### src/rtl/mem_par_pkg.sv
// Shared types and lane geometry for the memory data/parity transceiver.
package mem_par_pkg;

    localparam int unsigned LANE_DW = 8;
    localparam int unsigned LANE_PW = 9;

    typedef enum logic [1:0] {
        OK  = 2'd0,
        ERR = 2'd1,
        OVR = 2'd2
    } err_st_t;

    // Parity bit that makes byte+parity odd (odd=1) or even (odd=0).
    function automatic logic gen_par(input logic [LANE_DW-1:0] b, input logic odd);
        return odd ? ~^b : ^b;
    endfunction

endpackage

### src/rtl/mem_parity_lane.sv
// One byte lane: write parity generator, read data register, read parity fail flag.
module mem_parity_lane
    import mem_par_pkg::*;
#(
    parameter bit ODD_PARITY = 1'b1
) (
    input  logic               clk,
    input  logic               rst,
    input  logic               rd_en,
    input  logic               par_dis,
    input  logic [LANE_DW-1:0] wr_byte,
    input  logic [LANE_PW-1:0] rd_lane,
    output logic [LANE_PW-1:0] wr_lane_c,
    output logic [LANE_DW-1:0] rd_byte,
    output logic               fail_c
);

    logic [LANE_DW-1:0] rd_byte_q, rd_byte_d;

    assign wr_lane_c = {gen_par(wr_byte, ODD_PARITY), wr_byte};
    assign fail_c    = rd_en & ~par_dis & ((^rd_lane) != ODD_PARITY);
    assign rd_byte   = rd_byte_q;

    always_comb begin
        rd_byte_d = rd_byte_q;
        if (rd_en) begin
            rd_byte_d = rd_lane[LANE_DW-1:0];
        end
    end

    always_ff @(posedge clk or posedge rst) begin
        if (rst) begin
            rd_byte_q <= '0;
        end else begin
            rd_byte_q <= rd_byte_d;
        end
    end

endmodule

### src/rtl/mem_parity_xcvr.sv
// CPU/memory data transceiver with per-lane parity and sticky error capture.
// Define MEM_PAR_ERRCNT_EN to build the saturating failing-read counter.
module mem_parity_xcvr
    import mem_par_pkg::*;
#(
    parameter int unsigned LANES      = 2,
    parameter int unsigned ADDR_W     = 24,
    parameter bit          ODD_PARITY = 1'b1,
    parameter int unsigned CNT_W      = 8
) (
    input  logic                     sysclk,
    input  logic                     sys_rst,
    input  logic                     mwrite,
    input  logic                     rd_strobe,
    input  logic [ADDR_W-1:0]        addr_in,
    input  logic                     par_dis,
    input  logic                     clr_err,
    input  logic [LANES*LANE_DW-1:0] lbd_in,
    output logic [LANES*LANE_DW-1:0] lbd_out,
    output logic                     lbd_oe,
    input  logic [LANES*LANE_PW-1:0] dd_in,
    output logic [LANES*LANE_PW-1:0] dd_out,
    output logic                     dd_oe,
    output logic                     rd_valid,
    output logic                     lerr,
    output logic [LANES-1:0]         err_lane,
    output logic                     perr_sticky,
    output logic                     err_overrun,
    output logic [ADDR_W-1:0]        err_addr,
    output logic [CNT_W-1:0]         err_cnt
);

    logic             rd_en_c;
    logic [LANES-1:0] fail_mask_c;
    logic             any_fail_c;

    err_st_t           state_q, state_d, st_base;
    logic              rd_valid_q, rd_valid_d;
    logic              lerr_q, lerr_d;
    logic              lbd_oe_q, lbd_oe_d;
    logic [LANES-1:0]  err_lane_q, err_lane_d;
    logic              perr_q, perr_d;
    logic              err_overrun_q, err_overrun_d;
    logic [ADDR_W-1:0] err_addr_q, err_addr_d;

    assign rd_en_c    = rd_strobe & ~mwrite;
    assign any_fail_c = |fail_mask_c;
    assign dd_oe      = mwrite;

    for (genvar i = 0; i < int'(LANES); i++) begin : g_lane
        mem_parity_lane #(
            .ODD_PARITY (ODD_PARITY)
        ) u_lane (
            .clk       (sysclk),
            .rst       (sys_rst),
            .rd_en     (rd_en_c),
            .par_dis   (par_dis),
            .wr_byte   (lbd_in[i*LANE_DW +: LANE_DW]),
            .rd_lane   (dd_in[i*LANE_PW +: LANE_PW]),
            .wr_lane_c (dd_out[i*LANE_PW +: LANE_PW]),
            .rd_byte   (lbd_out[i*LANE_DW +: LANE_DW]),
            .fail_c    (fail_mask_c[i])
        );
    end

    // A coincident clear is applied to the held state before a new error is captured.
    always_comb begin
        st_base       = clr_err ? OK : state_q;
        state_d       = st_base;
        err_lane_d    = (clr_err ? '0 : err_lane_q) | fail_mask_c;
        perr_d        = |err_lane_d;
        err_overrun_d = clr_err ? 1'b0 : err_overrun_q;
        err_addr_d    = clr_err ? '0 : err_addr_q;
        rd_valid_d    = rd_en_c;
        lerr_d        = any_fail_c;
        lbd_oe_d      = lbd_oe_q;
        if (mwrite) begin
            lbd_oe_d = 1'b0;
        end else if (rd_en_c) begin
            lbd_oe_d = 1'b1;
        end
        if (any_fail_c) begin
            case (st_base)
                OK: begin
                    state_d    = ERR;
                    err_addr_d = addr_in;
                end
                ERR, OVR: begin
                    state_d       = OVR;
                    err_overrun_d = 1'b1;
                end
                default: state_d = OK;
            endcase
        end
    end

    always_ff @(posedge sysclk or posedge sys_rst) begin
        if (sys_rst) begin
            state_q       <= OK;
            rd_valid_q    <= 1'b0;
            lerr_q        <= 1'b0;
            lbd_oe_q      <= 1'b0;
            err_lane_q    <= '0;
            perr_q        <= 1'b0;
            err_overrun_q <= 1'b0;
            err_addr_q    <= '0;
        end else begin
            state_q       <= state_d;
            rd_valid_q    <= rd_valid_d;
            lerr_q        <= lerr_d;
            lbd_oe_q      <= lbd_oe_d;
            err_lane_q    <= err_lane_d;
            perr_q        <= perr_d;
            err_overrun_q <= err_overrun_d;
            err_addr_q    <= err_addr_d;
        end
    end

    assign rd_valid    = rd_valid_q;
    assign lerr        = lerr_q;
    assign lbd_oe      = lbd_oe_q;
    assign err_lane    = err_lane_q;
    assign perr_sticky = perr_q;
    assign err_overrun = err_overrun_q;
    assign err_addr    = err_addr_q;

`ifdef MEM_PAR_ERRCNT_EN
    logic [CNT_W-1:0] err_cnt_q, err_cnt_d;

    // Counts failing reads, not failing lanes; sticks at all-ones.
    always_comb begin
        err_cnt_d = clr_err ? '0 : err_cnt_q;
        if (any_fail_c && (err_cnt_d != {CNT_W{1'b1}})) begin
            err_cnt_d = err_cnt_d + CNT_W'(1);
        end
    end

    always_ff @(posedge sysclk or posedge sys_rst) begin
        if (sys_rst) begin
            err_cnt_q <= '0;
        end else begin
            err_cnt_q <= err_cnt_d;
        end
    end

    assign err_cnt = err_cnt_q;
`else
    assign err_cnt = '0;
`endif

endmodule

### config.mk
export PLATFORM = sky130hd
export DESIGN_NAME = mem_parity_xcvr
export DESIGN_NICKNAME = d
export VERILOG_FILES = /design/src/rtl/mem_par_pkg.sv /design/src/rtl/mem_parity_lane.sv /design/src/rtl/mem_parity_xcvr.sv
export SDC_FILE = /design/constraint.sdc
export NUM_CORES = 1
export LEC_CHECK = 0
export CELL_PAD_IN_SITES_DETAIL_PLACEMENT = 2
export CELL_PAD_IN_SITES_GLOBAL_PLACEMENT = 2
export CORE_MARGIN = 5
export CORE_UTILIZATION = 21
export CTS_CLUSTER_SIZE = 10
export DETAILED_ROUTE_END_ITERATION = 8
export PLACE_DENSITY_LB_ADDON = 0.25
export SLEW_MARGIN = 15
export SYNTH_ARGS = -nofsm -noshare
export SYNTH_HDL_FRONTEND = slang
export SYNTH_SLANG_ARGS = --single-unit
### constraint.sdc
create_clock -name sysclk -period 1.76 [get_ports sysclk]
set_input_delay 0.528 -clock sysclk [delete_from_list [all_inputs] [get_ports sysclk]]
set_output_delay 0.528 -clock sysclk [all_outputs]
set_load 0.005 [all_outputs]
After elaboration in Yosys (flattened, before gate mapping)
Index checks and enable logic that the tools add are counted.

Mux-type cells: 12. Bitwise logic cells: 9. Reductions and logical operators: 9. Equal/unequal tests: 2.

Operators with widths (number): two-way mux 24 bit (3); XOR reduction 9 bit (2); XNOR reduction 8 bit (2); two-way mux 2 bit (3); OR reduction 2 bit (3); two-way mux 1 bit (5); AND 1 bit (4); NOT 1 bit (4); case mux 2 bit (2 select lines) (1); equality test 2 x 1 -> 1 bit, second input constant (1); equality test 2 bit, second input constant (1); logical NOT 2 bit (1); OR 2 bit (1); nonzero test 2 bit (1).

Output and inout port bits: 74. Input port bits: 64. Register bits after elaboration: 49. Word-level logic and storage cells: 42.

Depth between registers and ports, before layout
Depth after elaboration: 6. Gate-level depth with buffers: 7. Gate-level depth less buffers: 5.

By module
From an unflattened synthesis, not the netlist that was laid out.

Cells, all modules: 197. Area, all modules: 2517.4 um2.

By module, submodules not included: mem_parity_xcvr (cells an instance 115, times used 1, area each 1478.9 um2, seq. area each 825.8 um2); mem_parity_lane (cells an instance 41, times used 2, area each 519.2 um2, seq. area each 200.2 um2).

Worst setup path after synthesis
No wires, ideal clock.

Kind: input to register. From: input dd_in[0]. To: register err_addr_q[10], in the netlist err_addr[10]. Stages: 6. Slack: -0.461 ns. Data required time: 1.635 ns. Library setup time: 0.125 ns. Path buffers: 1. Data arrival time: 2.096 ns. Path through: xor3_1 -> or3_1 -> mux2i_2 -> o21ai_2 -> buf_6 -> mux2_4.

Longest elaborated chain between the ends: 5.

Ends and longest elaborated chain: from (decl) (line mem_parity_xcvr.sv:21) `input logic [LANES*LANE_PW-1:0] dd_in,`; XOR reduction 9 bit (line mem_parity_lane.sv:21) `assign fail_c = rd_en & ~par_dis & ((^rd_lane) != ODD_PARITY);`; NOT 1 bit (line mem_parity_lane.sv:21); AND 1 bit (line mem_parity_lane.sv:21); OR reduction 2 bit (line mem_parity_xcvr.sv:47) `assign any_fail_c = |fail_mask_c;`; two-way mux 24 bit (line mem_parity_xcvr.sv:82) `if (any_fail_c) begin`; named net err_addr_d[10] (line mem_parity_xcvr.sv:44) `logic [ADDR_W-1:0] err_addr_q, err_addr_d;`; to (signal assigned) (line mem_parity_xcvr.sv:115) `err_addr_q <= err_addr_d;`; to (decl) (line mem_parity_xcvr.sv:44).

The timed path passes the listed nets, and every way through them passes these cells. A chain may end at the register's enable or synchronous reset.

Worst setup path after layout
From: input dd_in[13]. To: register err_addr_q[17], in the netlist err_addr[17].

Same word-level chain as after synthesis.

==> flow_metrics.env <==
export IMPL_hold_path_class="input pin to flop"
export IMPL_wl_per_cell_um=16.4
export IMPL_worstPathCellList="buf_8 -> xnor2_2 -> xnor3_2 -> mux2i_4 -> o21ai_4 -> buf_6 -> mux2_4"
export IMPL_status="finished, violations left"
export IMPL_finalHoldViolCount=0
export IMPL_cts_tree="done"
export IMPL_viasPerCell=4.06
export IMPL_clock_sinks=49
export IMPL_start_kind="input pin"
export IMPL_violations="setup timing"
export IMPL_seqPwrFrac_pct=36.2
export IMPL_fillCellCount=1262
export IMPL_grt_pass1_wl_um=13100
export IMPL_cts_root_buf="clkbuf_16"
export IMPL_area_growth_synth_to_final_pct=74.2
export IMPL_pin_count=138
export IMPL_crit_family="XOR/XNOR gates"
export IMPL_p_clk_share_pct=30.4
export IMPL_register_area_um2=1230
export IMPL_endpoint="err_addr[17]"
export IMPL_share_comb_of_total_power_pct=33.4
export IMPL_antenna_found_initial=0
export IMPL_critPathKind="input pin to flop"
export IMPL_fin_crit_sh_pct=117
export IMPL_synthTopCellsByCount="dfrtp_1, buf_4, nor2b_1"
export IMPL_synthMuxAreaShare_pct=21.8
export IMPL_maxCapViolations=0
export IMPL_r2r_cells=5
export IMPL_ys_seq_area_share_pct=47.8
export IMPL_multi_input_area_um2=1310
export IMPL_cts_buffer_depth=2
export IMPL_synthAdderAreaFrac_pct=0.488
export IMPL_cp_num_buf_inv=2
export IMPL_holdWs_ns=0.466
export IMPL_routed_wl_um=8000
export IMPL_max_freq_mhz=485
export IMPL_final_cells=488
export IMPL_synth_ff_type="dfrtp_1"
export IMPL_p_total_mw=3.77
export IMPL_wl_met3_um=850
export IMPL_internal_power_mw=2.83
export IMPL_firstDrtPassIters=2
export IMPL_grt_pass1_vias=2315
export IMPL_synth_area_leaders="dfrtp_1, mux2_4, mux2_2"
export IMPL_syn_inst=196
export IMPL_drc=0
export IMPL_die_x_um=121
export IMPL_slew_viol_final=0
export IMPL_synth_distinct_cells=28
export IMPL_finalSetupViolations=31
export IMPL_rrSetupSlack_ns=0.38
export IMPL_finalInstanceArea_um2=4470
export IMPL_cp_num_cells=7
export IMPL_drt_met1_wl_um=3270
export IMPL_die_h_um=121
export IMPL_period_needed_ns=2.06
export IMPL_placed_cell_area_um2=4060
export IMPL_rsz0062_at_grt="true"
export IMPL_grt_max_degree=50
export IMPL_grt_overflow_total=0
export IMPL_syn_avg_cell_area_um2=13.1
export IMPL_synth_top_cell_area_share_pct=47.8
export IMPL_power_leakage_nw=2.18
export IMPL_dp_final_hpwl_um=5880
export IMPL_dieArea_um2=14500
export IMPL_core_region_area_um2=12000
export IMPL_crit_path_top_delay_cell="xnor3_2"
export IMPL_synth_xor_area_share_pct=10.4
export IMPL_drtIter0Drc=25
export IMPL_yosys_area_share_simple_pct=8.04
export IMPL_end_kind="flop"
export IMPL_p_sw_share_pct=24.8
export IMPL_synth_area_leader_cell="dfrtp_1"
export IMPL_antenna_cells=0
export IMPL_synth_compound_area_share_pct=1.76
export IMPL_ys_warn_count=0
export IMPL_power_density_nw_per_um2=843
export IMPL_synth_top_family_by_area="multiplexers"
export IMPL_p_sw_uw=933
export IMPL_ir_drop_mv=0.338
export IMPL_met2WireLength_um=3790
export IMPL_initial_utilization_pct=21.4
export IMPL_required_ns=1.94
export IMPL_gp_congestion=0.671
export IMPL_cts_clk_slew_worst_paths_ns=0.07
export IMPL_critPathArrivalTime_ns=2.24
export IMPL_antenna_left=0
export IMPL_r2r_start="state_q[0]"
export IMPL_finClkSkew_ns=0.00126
export IMPL_r2r_end="err_addr[17]"
export IMPL_num_rows=40
export IMPL_grt_use_total_pct=11.5
export IMPL_cp_max_fo=5
export IMPL_synth_edf_count=0
export IMPL_drive_gt1_share_pct=42.8
export IMPL_vias=1981
export IMPL_async_flop_share_pct=100
export IMPL_synth_most_common_cell="dfrtp_1"
export IMPL_io_buffer_count=129
export IMPL_post_place_cells=468
export IMPL_finalWorstSetupSlack_ns=-0.304
export IMPL_cts_buffers=5
export IMPL_htreeDepth=2
export IMPL_synth_seq_cells=49
export IMPL_top_layer_used="met4"
export IMPL_num_nets_final=405
export IMPL_startpoint="dd_in[13]"
export IMPL_max_stage_delay_ns=0.47
export IMPL_clkLatencyLatePin_ns=0.29
export IMPL_syn_area_um2=2570
export IMPL_dp_worst_setup_slack_ns=-1.06
==> layout by cell type (no fill, tap or decap), types with 5 or more instances in the layout <==
cell and n:
xnor2_2 12, xnor2_1 6, buf_2 11, dlygate4sd2_1 8, dfrtp_1 49, mux2_2 16, clkdlybuf4s50_1 76, mux2_4 24
buf_4 26, buf_6 22, conb_1 8, nor2b_1 24, clkbuf_16 5, clkdlybuf4s15_2 5
==> worst min-delay path by stage <==
stage	cells past startpoint	endpoint	startpoint
after floorplan	1	err_overrun	err_overrun
after global placement	1	err_overrun	err_overrun
after detailed placement	1	err_overrun	err_overrun
after CTS	2	g_lane[1].u_lane.rd_byte[2]	dd_in[11]
after global routing	2	g_lane[1].u_lane.rd_byte[5]	dd_in[14]
final	2	g_lane[1].u_lane.rd_byte[2]	dd_in[11]
==> per-stage QoR <==
stage          utilization (%)  setup TNS (ns)
2_1_floorplan                -           -9.80
3_3_place_gp              33.8          -37.14
3_5_place_dp              33.8          -38.82
4_1_cts                   37.3          -10.54
5_1_grt                   37.2           -9.04
6_report                  37.2           -7.71
==> power by group through the flow <==
stage          registers (mW)  logic, mW  clock network [mW]
6_report                 1.36       1.26                1.15
5_1_grt                  1.39       1.36                1.26
4_1_cts                  1.37       1.33                1.20
3_5_place_dp             1.39       1.20                   0
3_3_place_gp             1.38       1.19                   0
2_1_floorplan            1.39      0.521                   0
==> cell families (layout without fill, tap and decap cells) <==
| family | after synthesis | in the layout |
|---|---|---|
| flops | 49 | 49 |
| buf+inv | 36 | 174 |
| compound gates | 6 | 6 |
| other cells | 1 | 8 |
| xor+xnor | 24 | 24 |
| mux | 43 | 43 |
| fa+ha+maj | 1 | 1 |
| simple gates | 36 | 36 |
==> sequential cells by signal, summed over array words and instances, names as in the netlist <==
| signal | count |
|---|---|
| rd_valid | 1 |
| perr_sticky | 1 |
| err_overrun | 1 |
| err_lane | 2 |
| g_lane.u_lane.rd_byte | 16 |
| state_q | 2 |
| lbd_oe | 1 |
| err_addr | 24 |
| lerr | 1 |
==> layout make-up <==
cell class                      count  share of cell area [%]
Clock buffer                        7                    3.19
Sequential cell                    49                    27.4
Multi-Input combinational cell    118                    29.4
Timing Repair Buffer              161                    34.8
Tap cell                          147                    4.12
Clock inverter                      1                   0.672
Inverter                            5                   0.420
==> what timing repair did <==
item,4_1_cts,5_1_grt
setup endpoints to repair,52,35
cloned,2,0
pin swaps,25,18
hold buffers,0,0
gates resized for setup,178,65
setup buffers,11,8
==> metal layers <==
metal  track usage, %  vias to the layer above
li1                 -                      898
met1             13.7                      971
met2             19.0                      105
met3             5.14                        7
met4             2.76                        0
met5                0                        -
(Power assumes the default switching activity.)
